[config.mk]
export PLATFORM = sky130hd
export DESIGN_NAME = wb_trap_commit
export DESIGN_NICKNAME = d
export VERILOG_FILES = /design/src/rtl/wb_pkg.sv /design/src/rtl/wb_trap_commit_prio.sv /design/src/rtl/wb_trap_commit.sv
export SDC_FILE = /design/constraint.sdc
export NUM_CORES = 1
export LEC_CHECK = 0
export BUFFER_PORTS_ARGS = -buffer_cell sky130_fd_sc_hd__buf_2
export CAP_MARGIN = 30
export CORE_AREA = 2 2 379 381
export DETAILED_ROUTE_END_ITERATION = 10
export DIE_AREA = 0 0 381 383
export GPL_TIMING_DRIVEN = 0
export SLEW_MARGIN = 20
export SYNTH_ARGS = -nofsm -noshare
export SYNTH_HDL_FRONTEND = slang
export SYNTH_SLANG_ARGS = --single-unit
[constraint.sdc]
create_clock -name CLK -period 8.09 [get_ports CLK]
set_input_delay 0.4045 -clock CLK [delete_from_list [all_inputs] [get_ports CLK]]
set_output_delay 0.4045 -clock CLK [all_outputs]
set_load 0.005 [all_outputs]
[src/rtl/wb_pkg.sv]
// Shared constants, cause codes and trap FSM encoding for the writeback/commit stage.
package wb_pkg;

  localparam logic [6:0] OP_LOAD   = 7'b0000011;
  localparam logic [6:0] OP_IMM    = 7'b0010011;
  localparam logic [6:0] OP_REG    = 7'b0110011;
  localparam logic [6:0] OP_LUI    = 7'b0110111;
  localparam logic [6:0] OP_AUIPC  = 7'b0010111;
  localparam logic [6:0] OP_SYSTEM = 7'b1110011;
  localparam logic [6:0] OP_JALR   = 7'b1100111;
  localparam logic [6:0] OP_JAL    = 7'b1101111;

  localparam logic [11:0] CSR_MEPC   = 12'h341;
  localparam logic [11:0] CSR_MCAUSE = 12'h342;
  localparam logic [11:0] CSR_MTVAL  = 12'h343;

  // Exception codes, listed in descending priority after interrupts.
  localparam logic [3:0] CAUSE_IAF     = 4'd1;
  localparam logic [3:0] CAUSE_II      = 4'd2;
  localparam logic [3:0] CAUSE_IAM     = 4'd0;
  localparam logic [3:0] CAUSE_ECALL_M = 4'd11;
  localparam logic [3:0] CAUSE_ECALL_U = 4'd8;
  localparam logic [3:0] CAUSE_SAM     = 4'd6;
  localparam logic [3:0] CAUSE_LAM     = 4'd4;
  localparam logic [3:0] CAUSE_SAF     = 4'd7;
  localparam logic [3:0] CAUSE_LAF     = 4'd5;
  localparam logic [3:0] CAUSE_IRQ_EXT = 4'd11;
  localparam logic [3:0] CAUSE_IRQ_TMR = 4'd7;

  typedef enum logic [2:0] {
    S_IDLE,
    S_EPC,
    S_CAUSE,
    S_TVAL,
    S_REDIRECT
  } trap_state_e;

  // Exceptions whose MTVAL carries the faulting address.
  function automatic logic tval_is_addr(input logic [3:0] cause);
    return (cause == CAUSE_IAM) || (cause == CAUSE_IAF) || (cause == CAUSE_LAM) ||
           (cause == CAUSE_LAF) || (cause == CAUSE_SAM) || (cause == CAUSE_SAF);
  endfunction

endpackage

[src/rtl/wb_trap_commit_prio.sv]
// Combinational trap priority encoder: interrupts first, then the fixed exception order.
module trap_prio_enc
  import wb_pkg::*;
(
  input  logic       irq_ext,
  input  logic       irq_timer,
  input  logic       iaf,
  input  logic       ii,
  input  logic       iam,
  input  logic       ecall,
  input  logic       priv_m,
  input  logic       sam,
  input  logic       lam,
  input  logic       saf,
  input  logic       laf,
  output logic       take,
  output logic       irq,
  output logic [3:0] cause
);

  always_comb begin
    take  = 1'b1;
    irq   = 1'b0;
    cause = 4'd0;
    if (irq_ext) begin
      irq   = 1'b1;
      cause = CAUSE_IRQ_EXT;
    end else if (irq_timer) begin
      irq   = 1'b1;
      cause = CAUSE_IRQ_TMR;
    end else if (iaf)   cause = CAUSE_IAF;
    else if (ii)        cause = CAUSE_II;
    else if (iam)       cause = CAUSE_IAM;
    else if (ecall)     cause = priv_m ? CAUSE_ECALL_M : CAUSE_ECALL_U;
    else if (sam)       cause = CAUSE_SAM;
    else if (lam)       cause = CAUSE_LAM;
    else if (saf)       cause = CAUSE_SAF;
    else if (laf)       cause = CAUSE_LAF;
    else                take  = 1'b0;
  end

endmodule

[src/rtl/wb_trap_commit.sv]
// Registered writeback/commit stage with a multi-cycle trap sequencer (MEPC, MCAUSE, MTVAL, redirect).
module wb_trap_commit
  import wb_pkg::*;
#(
  parameter int XLEN     = 64,
  parameter int REG_W    = 5,
  parameter int IRQ_SYNC = 2
) (
  input  logic             CLK,
  input  logic             RESET,
  input  logic             WB_V,
  input  logic [XLEN-1:0]  WB_PC,
  input  logic [XLEN-1:0]  WB_NPC,
  input  logic [31:0]      WB_IR,
  input  logic [XLEN-1:0]  WB_ALU_RESULT,
  input  logic [XLEN-1:0]  WB_MEM_RESULT,
  input  logic [XLEN-1:0]  WB_RFD,
  input  logic [XLEN-1:0]  WB_CSRFD,
  input  logic [REG_W-1:0] WB_DRID,
  input  logic             MEM_PC_MUX,
  input  logic             WB_ECALL,
  input  logic             WB_MRET,
  input  logic             F_IAM,
  input  logic             F_IAF,
  input  logic             F_II,
  input  logic             MEM_LAM,
  input  logic             MEM_LAF,
  input  logic             MEM_SAM,
  input  logic             MEM_SAF,
  input  logic [XLEN-1:0]  WB_BADADDR,
  input  logic             TIMER,
  input  logic             EXTERNAL,
  input  logic             PRIVILEGE,
  input  logic             MSTATUS_MIE,
  input  logic [XLEN-1:0]  MTVEC,
  input  logic [XLEN-1:0]  MEPC,
  output logic [XLEN-1:0]  WB_RF_DATA,
  output logic [REG_W-1:0] WB_DRID_OUT,
  output logic             WB_LD_REG,
  output logic [XLEN-1:0]  WB_CSR_DATA,
  output logic             WB_ST_CSR,
  output logic             TRAP_CSR_WE,
  output logic [11:0]      TRAP_CSR_ADDR,
  output logic [XLEN-1:0]  TRAP_CSR_WDATA,
  output logic             WB_PC_MUX,
  output logic [XLEN-1:0]  WB_BR_JMP_TARGET,
  output logic             WB_FLUSH,
  output logic             WB_STALL,
  output logic             WB_RETIRE,
  output logic [XLEN-1:0]  WB_CAUSE,
  output logic             WB_CS
);

  trap_state_e      state, state_nxt;
  logic [IRQ_SYNC-1:0] tmr_sync, ext_sync;
  logic             take, irq;
  logic [3:0]       cause;
  logic             latch_trap;

  logic [XLEN-1:0]  trap_pc_p1, trap_tval_p1, trap_tvec_p1;
  logic             trap_irq_p1;
  logic [3:0]       trap_cause_p1;
  logic [XLEN-1:0]  mcause_p1, tvec_base_p1, tvec_target_p1;

  logic [XLEN-1:0]  rf_data_nxt, csr_data_nxt, csr_wdata_nxt, target_nxt, cause_nxt;
  logic [REG_W-1:0] drid_nxt;
  logic [11:0]      csr_addr_nxt;
  logic             ld_reg_nxt, st_csr_nxt, csr_we_nxt, pc_mux_nxt;
  logic             flush_nxt, stall_nxt, retire_nxt, cs_nxt, writes_rd;

  always_ff @(posedge CLK or posedge RESET) begin
    if (RESET) begin
      tmr_sync <= '0;
      ext_sync <= '0;
    end else begin
      tmr_sync[0] <= TIMER;
      ext_sync[0] <= EXTERNAL;
      for (int i = 1; i < IRQ_SYNC; i++) begin
        tmr_sync[i] <= tmr_sync[i-1];
        ext_sync[i] <= ext_sync[i-1];
      end
    end
  end

  trap_prio_enc u_prio (
    .irq_ext   (ext_sync[IRQ_SYNC-1] & MSTATUS_MIE),
    .irq_timer (tmr_sync[IRQ_SYNC-1] & MSTATUS_MIE),
    .iaf       (F_IAF),
    .ii        (F_II),
    .iam       (F_IAM),
    .ecall     (WB_ECALL),
    .priv_m    (PRIVILEGE),
    .sam       (MEM_SAM),
    .lam       (MEM_LAM),
    .saf       (MEM_SAF),
    .laf       (MEM_LAF),
    .take      (take),
    .irq       (irq),
    .cause     (cause)
  );

  // p1: trap context captured at detect, consumed by the following sequencer states
  always_ff @(posedge CLK) begin
    if (latch_trap) begin
      trap_pc_p1    <= WB_PC;
      trap_irq_p1   <= irq;
      trap_cause_p1 <= cause;
      trap_tvec_p1  <= MTVEC;
      if (irq)                     trap_tval_p1 <= '0;
      else if (tval_is_addr(cause)) trap_tval_p1 <= WB_BADADDR;
      else if (cause == CAUSE_II)   trap_tval_p1 <= XLEN'(WB_IR);
      else                          trap_tval_p1 <= '0;
    end
  end

  assign mcause_p1      = {trap_irq_p1, {(XLEN-5){1'b0}}, trap_cause_p1};
  assign tvec_base_p1   = {trap_tvec_p1[XLEN-1:2], 2'b00};
  assign tvec_target_p1 = (trap_irq_p1 && trap_tvec_p1[1:0] == 2'b01)
                        ? tvec_base_p1 + (XLEN'(trap_cause_p1) << 2) : tvec_base_p1;

  always_comb begin
    state_nxt     = state;
    latch_trap    = 1'b0;
    writes_rd     = 1'b0;
    rf_data_nxt   = '0;
    drid_nxt      = '0;
    ld_reg_nxt    = 1'b0;
    csr_data_nxt  = '0;
    st_csr_nxt    = 1'b0;
    csr_we_nxt    = 1'b0;
    csr_addr_nxt  = '0;
    csr_wdata_nxt = '0;
    pc_mux_nxt    = 1'b0;
    target_nxt    = '0;
    flush_nxt     = 1'b0;
    stall_nxt     = 1'b0;
    retire_nxt    = 1'b0;
    cause_nxt     = WB_CAUSE;
    cs_nxt        = 1'b0;
    case (state)
      S_IDLE: if (WB_V) begin
        if (take) begin
          state_nxt     = S_EPC;
          latch_trap    = 1'b1;
          stall_nxt     = 1'b1;
          csr_we_nxt    = 1'b1;
          csr_addr_nxt  = CSR_MEPC;
          csr_wdata_nxt = WB_PC;
        end else if (WB_MRET) begin
          pc_mux_nxt = 1'b1;
          target_nxt = MEPC;
          flush_nxt  = 1'b1;
          retire_nxt = 1'b1;
        end else begin
          case (WB_IR[6:0])
            OP_LOAD: begin
              rf_data_nxt = WB_MEM_RESULT;
              writes_rd   = 1'b1;
            end
            OP_IMM, OP_REG, OP_LUI, OP_AUIPC: begin
              rf_data_nxt = WB_ALU_RESULT;
              writes_rd   = 1'b1;
            end
            OP_SYSTEM: begin
              rf_data_nxt  = WB_RFD;
              csr_data_nxt = WB_CSRFD;
              st_csr_nxt   = 1'b1;
              writes_rd    = 1'b1;
            end
            OP_JALR, OP_JAL: begin
              rf_data_nxt = WB_NPC;
              writes_rd   = 1'b1;
            end
            default: writes_rd = 1'b0;
          endcase
          drid_nxt   = WB_DRID;
          ld_reg_nxt = writes_rd && (WB_DRID != '0);
          pc_mux_nxt = MEM_PC_MUX;
          target_nxt = WB_ALU_RESULT;
          retire_nxt = 1'b1;
        end
      end
      S_EPC: begin
        state_nxt     = S_CAUSE;
        stall_nxt     = 1'b1;
        csr_we_nxt    = 1'b1;
        csr_addr_nxt  = CSR_MCAUSE;
        csr_wdata_nxt = mcause_p1;
      end
      S_CAUSE: begin
        state_nxt     = S_TVAL;
        stall_nxt     = 1'b1;
        csr_we_nxt    = 1'b1;
        csr_addr_nxt  = CSR_MTVAL;
        csr_wdata_nxt = trap_tval_p1;
      end
      S_TVAL: begin
        state_nxt  = S_REDIRECT;
        stall_nxt  = 1'b1;
        pc_mux_nxt = 1'b1;
        target_nxt = tvec_target_p1;
        flush_nxt  = 1'b1;
        cs_nxt     = 1'b1;
        cause_nxt  = mcause_p1;
      end
      S_REDIRECT: state_nxt = S_IDLE;
      default:    state_nxt = S_IDLE;
    endcase
  end

  // Output stage: every output is the registered image of the values computed above
  always_ff @(posedge CLK or posedge RESET) begin
    if (RESET) begin
      state            <= S_IDLE;
      WB_RF_DATA       <= '0;
      WB_DRID_OUT      <= '0;
      WB_LD_REG        <= 1'b0;
      WB_CSR_DATA      <= '0;
      WB_ST_CSR        <= 1'b0;
      TRAP_CSR_WE      <= 1'b0;
      TRAP_CSR_ADDR    <= '0;
      TRAP_CSR_WDATA   <= '0;
      WB_PC_MUX        <= 1'b0;
      WB_BR_JMP_TARGET <= '0;
      WB_FLUSH         <= 1'b0;
      WB_STALL         <= 1'b0;
      WB_RETIRE        <= 1'b0;
      WB_CAUSE         <= '0;
      WB_CS            <= 1'b0;
    end else begin
      state            <= state_nxt;
      WB_RF_DATA       <= rf_data_nxt;
      WB_DRID_OUT      <= drid_nxt;
      WB_LD_REG        <= ld_reg_nxt;
      WB_CSR_DATA      <= csr_data_nxt;
      WB_ST_CSR        <= st_csr_nxt;
      TRAP_CSR_WE      <= csr_we_nxt;
      TRAP_CSR_ADDR    <= csr_addr_nxt;
      TRAP_CSR_WDATA   <= csr_wdata_nxt;
      WB_PC_MUX        <= pc_mux_nxt;
      WB_BR_JMP_TARGET <= target_nxt;
      WB_FLUSH         <= flush_nxt;
      WB_STALL         <= stall_nxt;
      WB_RETIRE        <= retire_nxt;
      WB_CAUSE         <= cause_nxt;
      WB_CS            <= cs_nxt;
    end
  end

endmodule

# Word-level counts from Yosys, hierarchy flattened
# Index checks and enable logic that the tools add are counted.
[totals] ff_bits=426
[op_classes] n_addsub=1 n_eq_ne=20 muxes=84 bitwise=2 reduce_logical=16
[ops] op="two-way mux 64 bit" count=16
[ops] op="one-hot mux 64 bit (4 select lines)" count=1
[ops] op="one-hot mux 64 bit (3 select lines)" count=1
[ops] op="one-hot mux 64 bit (2 select lines)" count=1
[ops] op="adder 64 x 6 -> 64 bit" count=1
[ops] op="two-way mux 1 bit" count=39
[ops] op="two-way mux 4 bit" count=9
[ops] op="two-way mux 32 bit" count=1
[ops] op="one-hot mux 10 bit (3 select lines)" count=1
[ops] op="== test 7 bit, second input constant" count=3
[ops] op="two-way mux 10 bit" count=2
[ops] op="two-way mux 5 bit" count=4
[ops] op="== test 4 x 3 -> 1 bit, second input constant" count=4
[ops] op="== test 7 x 5 -> 1 bit, second input constant" count=2
[ops] op="== test 7 x 6 -> 1 bit, second input constant" count=2
[ops] op="one-hot mux 3 bit (4 select lines)" count=1
[ops] op="two-way mux 3 bit" count=3
[ops] op="one-hot mux 1 bit (2 select lines)" count=4
[ops] op="OR reduction 8 bit" count=1
[ops] op="== test 7 x 2 -> 1 bit, second input constant" count=1
[ops] op="== test 3 x 2 -> 1 bit, second input constant" count=2
[ops] op="logical OR 1 bit" count=5
[ops] op="nonzero test 5 bit" count=1
[ops] op="== test 4 x 1 -> 1 bit, second input constant" count=1
[ops] op="other kinds (13)" count=17

# Longest topological paths before layout
# Gate-level depths: netlist (run 1).
[depth] ltp_word=18 mapped_depth=9 ltp_nobuf=8

# Cells and area by module
# From an unflattened synthesis (run 1), not the netlist that was laid out.
[hier_totals] hier_cells=1400 area_unflattened_um2=17692.0
[by_module_without_submodules] mod="wb_trap_commit" n_inst=1 cells_per_inst=1381 area_per_inst_um2=17574.4 seq_area_each_um2=11075.6
[by_module_without_submodules] mod="trap_prio_enc" n_inst=1 cells_per_inst=19 area_per_inst_um2=117.6 seq_area_each_um2=0.0

# Worst setup path after synthesis (run 1)
# Ideal clock, no wire load.
[synth_path] path_type="register -> register" startpoint="register state[1]" endpoint="register trap_cause_p1[0], enable pin" arrival_ns=4.845 required_time_ns=7.541 path_slack_ns=2.696 path_stages_with_launch=5 period_less_slack_ns=5.394 cell_sequence="dfrtp_1 nor4b_1 and2_1 clkbuf_1 clkbuf_1"
[synth_via] elab_chain_cells=2
[synth_rtl] item="start, declared" line="wb_trap_commit.sv:54" source="trap_state_e state, state_nxt;"
[synth_rtl] item="start signal, assigned" line="wb_trap_commit.sv:231" source="state <= state_nxt;"
[synth_rtl] item="logical NOT 3 bit" line="wb_trap_commit.sv:140" source="case (state)"
[synth_rtl] item="two-way mux 1 bit" line="wb_trap_commit.sv:140"
[synth_rtl] item="via latch_trap" line="wb_trap_commit.sv:58" source="logic latch_trap;"
[synth_rtl] item="end signal, assigned" line="wb_trap_commit.sv:107" source="trap_cause_p1 <= cause;"
[synth_rtl] item="end, declared" line="wb_trap_commit.sv:62" source="logic [3:0] trap_cause_p1;"
# The timed path passes the listed nets, and every way through them passes these cells.
# A chain may end at the register's enable or synchronous reset.

# Worst setup path in the final report (run 1)
[layout_path] startpoint="input WB_V" endpoint="register WB_RF_DATA[60]"
[layout_via] elab_chain_cells=2
[layout_rtl] item="start, declared" line="wb_trap_commit.sv:11" source="input logic WB_V,"
[layout_rtl] item="two-way mux 64 bit" line="wb_trap_commit.sv:141" source="S_IDLE: if (WB_V) begin"
[layout_rtl] item="two-way mux 64 bit" line="wb_trap_commit.sv:140"
[layout_rtl] item="via rf_data_nxt[60]" line="wb_trap_commit.sv:65" source="logic [XLEN-1:0] rf_data_nxt, csr_data_nxt, csr_wdata_nxt, target_nxt, cause_nxt;"
[layout_rtl] item="end signal, assigned" line="wb_trap_commit.sv:232" source="WB_RF_DATA <= rf_data_nxt;"
[layout_rtl] item="end, declared" line="wb_trap_commit.sv:37" source="output logic [XLEN-1:0] WB_RF_DATA,"
# The timed path passes the listed nets, and every way through them passes these cells.

==> PnR_summary.wiki, run 1 <==
{| class="wikitable"
! Metric !! Value
|-
| Outcome || completed
|-
| Terminus of the critical flop-to-flop path || WB_RF_DATA[60]
|-
| Unrepaired setup endpoints after global routing || no
|-
| Largest net degree at the start of global routing || 43
|-
| Wire length after detailed routing || 128,400 um
|-
| Register-to-Register Setup Slack || 3930 ps
|-
| Wire length of the first global-routing pass || 164,500 um
|-
| Via count || 18,598
|-
| Number of rows in the core area || 139
|-
| Number of synthesized flops with an enable pin || 133
|-
| Share of the synthesized area in the top cell type || 39.49%
|-
| Share of final-layout standard cells stronger than drive strength 1 || 40.49%
|-
| Final number of max-transition violations || 0
|-
| I/O Pins || 975
|-
| Clock latency at the later pin of the worst-skew pair || about 670 ps
|-
| Startpoint of the lowest-slack hold path || WB_PC[30]
|-
| Post-Place Worst Slack || 3316 ps
|-
| Number of non-filler instances in the completed layout || 4,793
|-
| Via density per instance || slightly below 4
|-
| Average cell area after synthesis || about 12 um2
|-
| Summed negative setup slack over all endpoints || 0 ps
|-
| Final clock period utilization by the worst path || 51.86%
|-
| Root Buffer || clkbuf_16
|-
| Critical path class || input port to register
|-
| Cell area after technology mapping || 17,930 um2
|-
| Clk buf depth || 3
|-
| Worst-path maximum fanout || 10
|-
| Worst clock skew || 42.47 ps
|-
| Vias in the first global route || between 15,000 and 20,000
|-
| Min-delay worst type || input port to register
|-
| Cell total after placement || about 4,400
|-
| DRC violation count after routing || 0
|-
| Crit path setup slack, layout || 3895 ps
|-
| Final Hold Violating Endpoints || 0
|-
| Post-synth ARST share || 68.03%
|-
| Number of warnings reported in the yosys synthesis log || 0
|-
| Sinks on Clock Net || 416
|-
| Worst Hold End || TRAP_CSR_WDATA[30]
|-
| All-Layer GR Usage || 16.81%
|-
| Leading cell type in the layout, fill and taps excluded || buf_2
|-
| Post-detailed-placement half-perimeter wirelength || 106,600 um
|-
| Most frequent cells in the layout || buf_2 (926), dlygate4sd3_1 (304), dfrtp_1 (283)
|-
| Prevailing post-synth register cell || dfrtp_1
|-
| Die outline area || 145,900 um2
|-
| Type of element launching the critical path || input port
|-
| Reg2Reg Launch Point || state[1]
|-
| Core occupancy in the finished layout || between 20 and 25%
|-
| Count of final setup violators || 0
|-
| Num CTS Buffers || 55
|-
| Seq/Total Area, Yosys || 61.77%
|-
| Detailed-router iteration count before antenna repair || 10
|-
| Clock input transition at the sequential cells of the worst setup and hold paths || about 60 ps
|-
| Core ar. || 142,300 um2
|-
| Detailed Route Iter0 Violations || 1,674
|-
| # Post-CTS Setup Buffers || 0
|-
| Count of antenna-violating nets left after detailed routing || 0
|-
| Maximum clock frequency || 238.4 MHz
|-
| Minimum clock period || 4195 ps
|-
| Die span in y || roughly 380 um
|-
| Data required time of the worst path || 8690 ps
|-
| Pwr per Cell Area || 234.2 nW/um2
|-
| Post-layout power || around 7 mW
|-
| Seq cells post-synth || 416
|-
| Placement Cell Area || between 20,000 and 30,000 um2
|-
| Gate count of the mapped netlist || 1,470
|-
| Resized cells post-CTS || 0
|-
| Leak || 14.46 nW
|-
| Wire per inst || 26.78 um
|-
| Max Cap Viol || 0
|-
| Setup crit end kind || register
|-
| Layout-stage area growth over the synthesis result || 70.39%
|-
| Total grt overflow || 0
|-
| Clock tree from TritonCTS || yes
|-
| Final weighted congestion of routability-driven global placement || 0.9103
|-
| Number of buffers inserted by hold repair at cts || 304
|-
| Number of antenna violations at the first check in global routing || 67
|-
| Synth top area cells || dfrtp_1 (39%), edfxtp_1 (22%), a222oi_1 (3.9%)
|-
| Data arrival time of the worst path || 4790 ps
|-
| Number of levels in the clock H-tree || 2
|-
| Worst hold slack after final layout || 62.95 ps
|-
| Number of nets in the finished design || 3,469
|-
| Post-route cell area || 30,550 um2
|-
| Number of different library cells in the post-synthesis netlist || 57
|-
| Maximum ir drop on the vdd rail || about 180 uV
|-
| Worst slew pin tran || 1109 ps
|-
| Relative slew slack || 26.08%
|-
| Number of input and output port buffers inserted || 908
|-
| Cell count of the worst hold path || 2
|-
| Horizontal die dimension || 381 um
|-
| Top cell type by total area after synthesis || dfrtp_1
|-
| Starting utilization of the core area || 12.60%
|-
| Worst Reg2Reg Path Length in Cells || 9
|}
==> layout make-up <==
cell class              count  area, um2
plain buffers             172      957.2
fillers                 15544     111700
multi-input cells         925       6128
repair buffers           1242       8039
flip-flops and latches    416      11080
clock inverters            28      306.5
well taps                1903       2381
clock buffers              75       1553
diodes                     10      25.02
inverters                  22      86.33
==> metal layers <==
layer / GRT usage, % / vias up / share of wire [%]
met2: 28.55 / 1197 / 48
met1: 19.03 / 8996 / 38
met4: 7.861 / 60 / 4.8
met5: 0 / - / 0.28
met3: 5.487 / 273 / 9.1
li1: - / 8072 / -
==> worst max-delay path, cell delays in order <==
cell and delay [ps]:
dlygate4sd3_1 610, buf_2 150, nor4b_1 290, nand4_1 670, nor2_4 820, o41ai_1 250
clkbuf_1 280, buf_6 210, clkbuf_1 290, a21oi_1 210, dlygate4sd3_1 560
==> how the worst max path moves through the flow <==
stage / start / endpoint / cells after the start
after detailed placement: MEM_SAF / WB_RF_DATA[59] / 9
after global placement: WB_V / TRAP_CSR_WDATA[48] / 6
after floorplan: state[1] / trap_cause_p1[0] / 4
after CTS: state[1] / WB_RF_DATA[60] / 9
final: WB_V / WB_RF_DATA[60] / 11
after global routing: state[1] / WB_RF_DATA[60] / 9
==> state kept, by name, indices dropped and copies added, names as in the netlist, 3 cells and up <==
register,flops
trap_tval_p1,64
trap_tvec_p1,64
trap_cause_p1,4
WB_RF_DATA,64
WB_CAUSE,5
WB_CSR_DATA,64
TRAP_CSR_WDATA,64
state,3
WB_DRID_OUT,5
WB_BR_JMP_TARGET,64
TRAP_CSR_ADDR,3
==> Yosys cell counts (all sizes together), types with 45 or more instances <==
cell type,number
dfrtp,283
a22o,59
clkbuf,85
xnor2,45
o22ai,60
mux2i,66
edfxtp,133
a21oi,102
nand3,59
buf,87
and3,71
nand2,107
a222oi,69
==> power by group <==
group          switching (mW)  internal [mW]  leakage [nW]  total, mW
combinational            1.05          0.728          8.44       1.78
clock                    1.08           1.48         0.904       2.56
sequential              0.208           2.61          5.11       2.81
==> cell families (layout without fill, tap and decap cells) <==
family	after synthesis	count (layout)	synth area share, %
buffers and inverters	194	1539	5.603
adders and majority gates	5	5	0.3908
DFF	416	416	61.77
xor gates and xnor gates	57	57	2.784
other	1	76	0.02091
muxes	66	66	3.684
AOI/OAI and AO/OA	309	309	12.48
and+or+nand+nor	422	422	13.27
(Power assumes the default switching activity.)
==> run 2, diff against run 1 <==
--- a/config.mk
+++ b/config.mk
@@ -5,11 +5,12 @@
 export SDC_FILE = /design/constraint.sdc
 export NUM_CORES = 1
 export LEC_CHECK = 0
+export ABC_AREA = 1
 export BUFFER_PORTS_ARGS = -buffer_cell sky130_fd_sc_hd__buf_2
 export CAP_MARGIN = 30
-export CORE_AREA = 2 2 379 381
+export CORE_AREA = 2 2 377 379
 export DETAILED_ROUTE_END_ITERATION = 10
-export DIE_AREA = 0 0 381 383
+export DIE_AREA = 0 0 379 381
 export GPL_TIMING_DRIVEN = 0
 export SLEW_MARGIN = 20
 export SYNTH_ARGS = -nofsm -noshare
==> constraint.sdc (replaced) <==
create_clock -name CLK -period 3.73 [get_ports CLK]
set_input_delay 0.1865 -clock CLK [delete_from_list [all_inputs] [get_ports CLK]]
set_output_delay 0.1865 -clock CLK [all_outputs]
set_load 0.005 [all_outputs]
==> PnR_summary.wiki, run 2 <==
{| class="wikitable"
! Metric !! Value
|-
| Number of different library cells in the post-synthesis netlist || 47
|-
| Final weighted congestion of routability-driven global placement || 0.9614
|-
| Gate count of the mapped netlist || approximately 2,300
|-
| Data required time of the worst path || 4260 ps
|-
| Setup crit end kind || register
|-
| Clock input transition at the sequential cells of the worst setup and hold paths || 70 ps
|-
| Share of final-layout standard cells stronger than drive strength 1 || 30.40%
|-
| Share of synthesized area spent on multiplexers || 0%
|-
| Largest net degree at the start of global routing || 79
|-
| Seq/Total Area, Yosys || 55.44%
|-
| Clock latency at the later pin of the worst-skew pair || approximately 650 ps
|-
| Pwr per Cell Area || 449.3 nW/um2
|-
| Cell area after technology mapping || 19,980 um2
|-
| Max Cap Viol || 0
|-
| Layout-stage area growth over the synthesis result || 71.05%
|-
| Clk buf depth || 3
|-
| Starting utilization of the core area || 14.21%
|-
| Simple logic cell fraction of the synthesized area || 22.26%
|-
| Slowest-stage cell, CP || o21ai_1
|-
| Clock tree from TritonCTS || yes
|-
| Summed negative setup slack over all endpoints || 0 ps
|-
| # Post-CTS Setup Buffers || 0
|-
| Final Hold Violating Endpoints || 0
|-
| Fill cells || 15,393
|-
| Type of element launching the critical path || register
|-
| Net switching power figure || 5.373 mW
|-
| Fraction of power spent switching nets || about a third
|-
| Top cell type by total area after synthesis || dfrtp_1
|-
| Via density per instance || 4.115
|-
| Total grt overflow || 0
|-
| Post-detailed-placement half-perimeter wirelength || 123,000 um
|-
| Die span in y || roughly 380 um
|-
| Minimum clock period || 3549 ps
|-
| Combinational family with the most area after synthesis || simple AND/OR/NAND/NOR gates
|-
| Num CTS Buffers || 51
|-
| Leak || approximately 17 nW
|-
| Post-route cell area || 34,170 um2
|-
| All-Layer GR Usage || between 15 and 20%
|-
| Post-synth ARST share || 68.03%
|-
| Outcome || completed
|-
| Wire per inst || about 26 um
|-
| Final number of max-transition violations || 0
|-
| Cell Chain, Critical Path || ha_1 -> nand3_1 -> nand2_1 -> nand3_2 -> inv_2 -> nand2_2 -> o21ai_1 -> o211ai_1 -> dlygate4sd3_1
|-
| Cell total after placement || 5,135
|-
| Min-delay worst type || input port to register
|-
| Detailed Route Iter0 Violations || ~2,000
|-
| Final clock period utilization by the worst path || a little over nine tenths
|-
| Number of non-filler instances in the completed layout || 5,749
|-
| Critical path class || register to register
|-
| Critical path's largest stage delay || around 850 ps
|-
| Detailed-router iteration count before antenna repair || 6
|-
| Wire length after detailed routing || 148,500 um
|-
| Number of antenna violations at the first check in global routing || 66
|-
| Count of antenna-violating nets left after detailed routing || 0
|-
| Worst slew pin tran || 1029 ps
|-
| Horizontal die dimension || 379 um
|-
| Number of levels in the clock H-tree || 2
|-
| Via count || roughly 24,000
|-
| Flop pwr share || 39.6%
|-
| Relative slew slack || approximately 31%
|-
| Post-Synth Adder-Cell Area || 0.3507%
|-
| Average cell area after synthesis || 8.848 um2
|-
| DRC violation count after routing || 0
|-
| Die outline area || 144,400 um2
|-
| Resized cells post-CTS || 0
|-
| Number of input and output port buffers inserted || 906
|-
| Placement Cell Area || 27,420 um2
|-
| Total internal power || ~10 mW
|-
| Commonest cells post-synth || inv_1 (362), nand2_1 (296), nand3_1 (296)
|-
| Worst clock skew || 26.38 ps
|-
| Unrepaired setup endpoints after global routing || no
|-
| Sinks on Clock Net || approximately 420
|-
| Vias in the first global route || 23,615
|-
| Prevailing post-synth register cell || dfrtp_1
|-
| I/O Pins || 975
|-
| Core ar. || 140,600 um2
|-
| Share of the synthesized area in the top cell type || 35.45%
|-
| Portion of total power attributed to the clock network || 33.6%
|-
| Count leader, synth || inv_1
|-
| Wire length of the first global-routing pass || 193,700 um
|-
| Synth top area cells || dfrtp_1 (35%), edfxtp_1 (20%), nand3_1 (7.4%)
|-
| Data arrival time of the worst path || approximately 4100 ps
|-
| Compound-cell area share of the yosys netlist || 9.476%
|-
| Number of warnings reported in the yosys synthesis log || 0
|-
| Worst-path maximum fanout || 6
|-
| Number of synthesized flops with an enable pin || 133
|-
| Number of nets in the finished design || between 4,000 and 5,000
|-
| Worst hold slack after final layout || 31.32 ps
|-
| Root Buffer || clkbuf_16
|-
| Xor and xnor area share after synthesis || less than 1%
|-
| Share of total power in combinational logic || 26.8%
|-
| Leading cell type in the layout, fill and taps excluded || buf_2
|-
| Maximum clock frequency || 281.8 MHz
|-
| Number of buffers inserted by hold repair at cts || slightly below 500
|-
| Number of rows in the core area || 138
|-
| Post-layout power || 15.35 mW
|-
| Most frequent cells in the layout || buf_2 (942), dlygate4sd3_1 (496), inv_1 (361)
|-
| Seq cells post-synth || 416
|-
| Count of final setup violators || 0
|-
| Maximum ir drop on the vdd rail || 326.8 uV
|}
[run 2: cell types whose count changed in the layout (fill, tap and decap cells not counted), sizes merged, moves of 59 or more]
cell / previous run / this run
and3: 71 / 2
a22o: 59 / 0
nand4: 15 / 111
nand2: 107 / 299
nor2: 34 / 217
dlygate4sd3: 304 / 496
mux2i: 66 / 0
inv: 27 / 375
nand3: 59 / 299
o21ai: 2 / 126
a222oi: 69 / 0
[run 2: metrics by stage]
stage	util [%]	setup slack (ps)
2_1_floorplan	-	-205.8
3_3_place_gp	19.30	-2786
3_5_place_dp	19.51	363.5
4_1_cts	24.26	152.1
5_1_grt	24.30	42.08
6_report	24.31	181.4
[run 2: layout make-up]
cell class	instances	area, um2	area share (%)
Clock inverter	27	277.8	0.8128
Timing Repair Buffer	1420	9807	28.70
Inverter	370	1393	4.075
Multi-Input combinational cell	1344	6676	19.54
Buffer	193	1091	3.193
Antenna cell	20	50.05	0.1465
Sequential cell	416	11080	32.41
Clock buffer	69	1438	4.207
Tap cell	1890	2365	6.920
[run 2: final timing paths]
kind,cells after the start,slack (ps),from,to
worst min-delay path,3,30,WB_RFD[58],WB_RF_DATA[58]
min in group asynchronous,3,190,RESET,WB_CSR_DATA[46]
worst max register to register,9,180,trap_cause_p1[2],WB_BR_JMP_TARGET[14]
worst min register to register,0,350,ext_sync[0],ext_sync[1]
worst max-delay path,9,180,trap_cause_p1[2],WB_BR_JMP_TARGET[14]
max in group asynchronous,7,2220,RESET,WB_RF_DATA[60]
[run 2: power groups by stage]
stage	combinational, mW	clock, mW	sequential, mW
2_1_floorplan	1.40	0	6.11
3_3_place_gp	3.59	0	6.21
3_5_place_dp	3.68	0	6.14
4_1_cts	4.11	5.30	6.07
5_1_grt	4.46	5.45	6.15
6_report	4.12	5.15	6.08
[run 2: critical path, delay by kind of cell (launching register included)]
family                   cells  cell delay, ps
buffers and inverters        2             750
AO/OA/AOI/OAI                2            1020
flip-flops                   1             490
AND/OR/NAND/NOR              4             740
adder cells (fa/ha/maj)      1             420
[run 2: cell families after synthesis]
logic type	after synthesis
AOI/OAI and AO/OA	306
adders and majority gates	5
DFF	416
xor gates and xnor gates	2
other	1
and+or+nand+nor	965
buffers and inverters	563
[run 2: per-layer routing]
| layer | share of wire (%) | track usage [%] | vias to the layer above | wire length (um) |
|---|---|---|---|---|
| met5 | 0.078 | 0 | - | 116 |
| met4 | 4.3 | 7.760 | 18 | 6447 |
| met3 | 8.7 | 4.961 | 290 | 12960 |
| met2 | 43 | 29.95 | 1347 | 63690 |
| met1 | 44 | 26.57 | 11501 | 65280 |
| li1 | - | - | 10502 | - |
==> run 3, diff against run 2 <==
--- a/config.mk
+++ b/config.mk
@@ -9,6 +9,7 @@
 export BUFFER_PORTS_ARGS = -buffer_cell sky130_fd_sc_hd__buf_2
 export CAP_MARGIN = 30
 export CORE_AREA = 2 2 377 379
+export CTS_BUF_LIST = sky130_fd_sc_hd__clkbuf_4 sky130_fd_sc_hd__clkbuf_8
 export DETAILED_ROUTE_END_ITERATION = 10
 export DIE_AREA = 0 0 379 381
 export GPL_TIMING_DRIVEN = 0
==> PnR_summary.wiki, run 3 (synthesis results as in run 2) <==
{| class="wikitable"
! Metric !! Value
|-
| Outcome || completed
|-
| Fill cells || about 15,000
|-
| Total grt overflow || 0
|-
| Number of antenna violations at the first check in global routing || 58
|-
| Leading cell type in the layout, fill and taps excluded || buf_2
|-
| CP Launch Point || trap_cause_p1[0]
|-
| Setup crit end kind || register
|-
| Number of levels in the clock H-tree || 3
|-
| Startpoint of the lowest-slack hold path || MEPC[12]
|-
| Starting utilization of the core area || 14.21%
|-
| Wire length after detailed routing || 149,300 um
|-
| Post-Place Worst Slack || 363.5 ps
|-
| Maximum clock frequency || 278.3 MHz
|-
| CP dominant cell by count || nand2_1
|-
| Unrepaired setup endpoints after global routing || no
|-
| Final weighted congestion of routability-driven global placement || roughly 0.96
|-
| Leak || 17.34 nW
|-
| Sinks on Clock Net || roughly 420
|-
| Final Hold Violating Endpoints || 0
|-
| Number of input and output port buffers inserted || 906
|-
| Final number of max-transition violations || 0
|-
| Clock tree from TritonCTS || yes
|-
| Detailed-router iteration count before antenna repair || 9
|-
| Share of final-layout standard cells stronger than drive strength 1 || 30.92%
|-
| Detailed Route Iter0 Violations || 2,098
|-
| Relative slew slack || approximately a third
|-
| Cell total after placement || 5,135
|-
| Max Cap Viol || 0
|-
| Via density per instance || 4.122
|-
| All-Layer GR Usage || ~20%
|-
| Worst-path maximum fanout || 5
|-
| Critical path's largest stage delay || roughly 600 ps
|-
| Core ar. || 140,600 um2
|-
| Min-delay worst type || input port to register
|-
| Clock latency at the later pin of the worst-skew pair || 790 ps
|-
| Number of rows in the core area || about 140
|-
| Cell type group with the largest total delay on the critical path || simple AND/OR/NAND/NOR gates
|-
| Type of element launching the critical path || register
|-
| Worst clock skew || between 30 and 40 ps
|-
| Buffer and inverter count on the worst path || 1
|-
| Maximum ir drop on the vdd rail || 291.9 uV
|-
| Die outline area || 144,400 um2
|-
| Count of final setup violators || 0
|-
| Die span in y || 381 um
|-
| Number of non-filler instances in the completed layout || 5,872
|-
| Num CTS Buffers || just under 80
|-
| DRC violation count after routing || 0
|-
| Count of antenna-violating nets left after detailed routing || 0
|-
| Horizontal die dimension || 379 um
|-
| Largest net degree at the start of global routing || 79
|-
| Via count || 24,206
|-
| Slowest-stage cell, CP || nor3b_1
|-
| Critical path class || register to register
|-
| Data arrival time of the worst path || around 4200 ps
|-
| Root Buffer || clkbuf_8
|-
| I/O Pins || just under 1,000
|-
| Crit path setup slack, layout || 136.6 ps
|-
| Wire length of the first global-routing pass || 195,700 um
|-
| Wire per inst || approximately 25 um
|-
| Clk buf depth || 3
|-
| Number of nets in the finished design || 4,531
|-
| Vias in the first global route || 24,298
|-
| Cell Chain, Critical Path || ha_1 -> fa_1 -> nand3_1 -> nand2_1 -> nand3_2 -> nor3b_1 -> nand2_1 -> nand2_1 -> o211ai_1 -> dlygate4sd3_1
|-
| Most frequent cells in the layout || buf_2 (941), dlygate4sd3_1 (568), inv_1 (361)
|-
| Reg2Reg Launch Point || trap_cause_p1[0]
|-
| # Post-CTS Setup Buffers || 0
|-
| Clock input transition at the sequential cells of the worst setup and hold paths || 70 ps
|-
| Data required time of the worst path || 4360 ps
|-
| Pwr per Cell Area || 443.3 nW/um2
|-
| Minimum clock period || 3593 ps
|-
| Layout-stage area growth over the synthesis result || 75.07%
|-
| Final clock period utilization by the worst path || a little over nine tenths
|-
| Worst slew pin tran || ~1000 ps
|-
| Post-detailed-placement half-perimeter wirelength || roughly 120,000 um
|}
==> run 3: metrics by stage <==
| step | utilization, % | hold slack (ps) | setup TNS (ps) | power [mW] | instance area [um2] |
|---|---|---|---|---|---|
| 2_1_floorplan | - | 217.9 | -58230 | 7.514 | 20230 |
| 3_3_place_gp | 19.30 | 297.7 | -887860 | 9.801 | 27130 |
| 3_5_place_dp | 19.51 | 299.7 | 0 | 9.824 | 27420 |
| 4_1_cts | 24.82 | 1.445 | 0 | 15.64 | 34880 |
| 5_1_grt | 24.87 | 62.06 | 0 | 16.21 | 34950 |
| 6_report | 24.88 | 82.75 | 0 | 15.51 | 34970 |
==> run 3: layout make-up <==
cell class / instances / area (um2) / share of cell area [%]
antenna: 23 / 57.56 / 0.1646
clock inverter: 28 / 332.8 / 0.9516
tap: 1890 / 2365 / 6.761
buffer: 193 / 1094 / 3.127
sequential: 416 / 11080 / 31.67
multi-input combinational: 1344 / 6684 / 19.11
clock buffer: 116 / 1446 / 4.136
timing repair buffer: 1492 / 10530 / 30.10
inverter: 370 / 1393 / 3.982
==> run 3: routing by layer <==
layer  part of all wire [%]  wire (um)  GRT usage (%)  up-vias
met5                  0.068        102              0        -
met4                    4.5       6774          9.303       14
met3                    9.0      13450          4.803      309
met2                     43      63980          29.79     1479
met1                     44      64940          26.81    11694
li1                       -          -              -    10710
==> run 3: timing repair <==
item / CTS / global route
endpoints found under the setup margin: 0 / 12
hold endpoints to repair: 471 / 0
resized for setup: 0 / 3
hold buffers: 568 / 0
==> run 3: power breakdown <==
group	switching (mW)	leakage (nW)	internal, mW
clock	2.34	0.926	2.88
sequential	0.423	5.11	5.66
combinational	2.66	11.3	1.55
total	5.42	17.3	10.1
==> run 3: worst paths after layout <==
kind	cells after the start	slack (ps)	endpoint
hold / removal	3	80	WB_BR_JMP_TARGET[12]
max in group asynchronous	8	1710	WB_RF_DATA[59]
hold reg to reg	0	350	ext_sync[1]
setup / recovery	10	140	WB_BR_JMP_TARGET[24]
setup reg to reg	10	140	WB_BR_JMP_TARGET[24]
min in group asynchronous	4	670	WB_CSR_DATA[53]
==> run 3: worst reg2reg max path, cell delays in order (launching register included) <==
cell	delay (ps)
edfxtp_1	430
ha_1	260
fa_1	240
nand3_1	170
nand2_1	200
nand3_2	180
nor3b_1	610
nand2_1	110
nand2_1	470
o211ai_1	190
dlygate4sd3_1	610
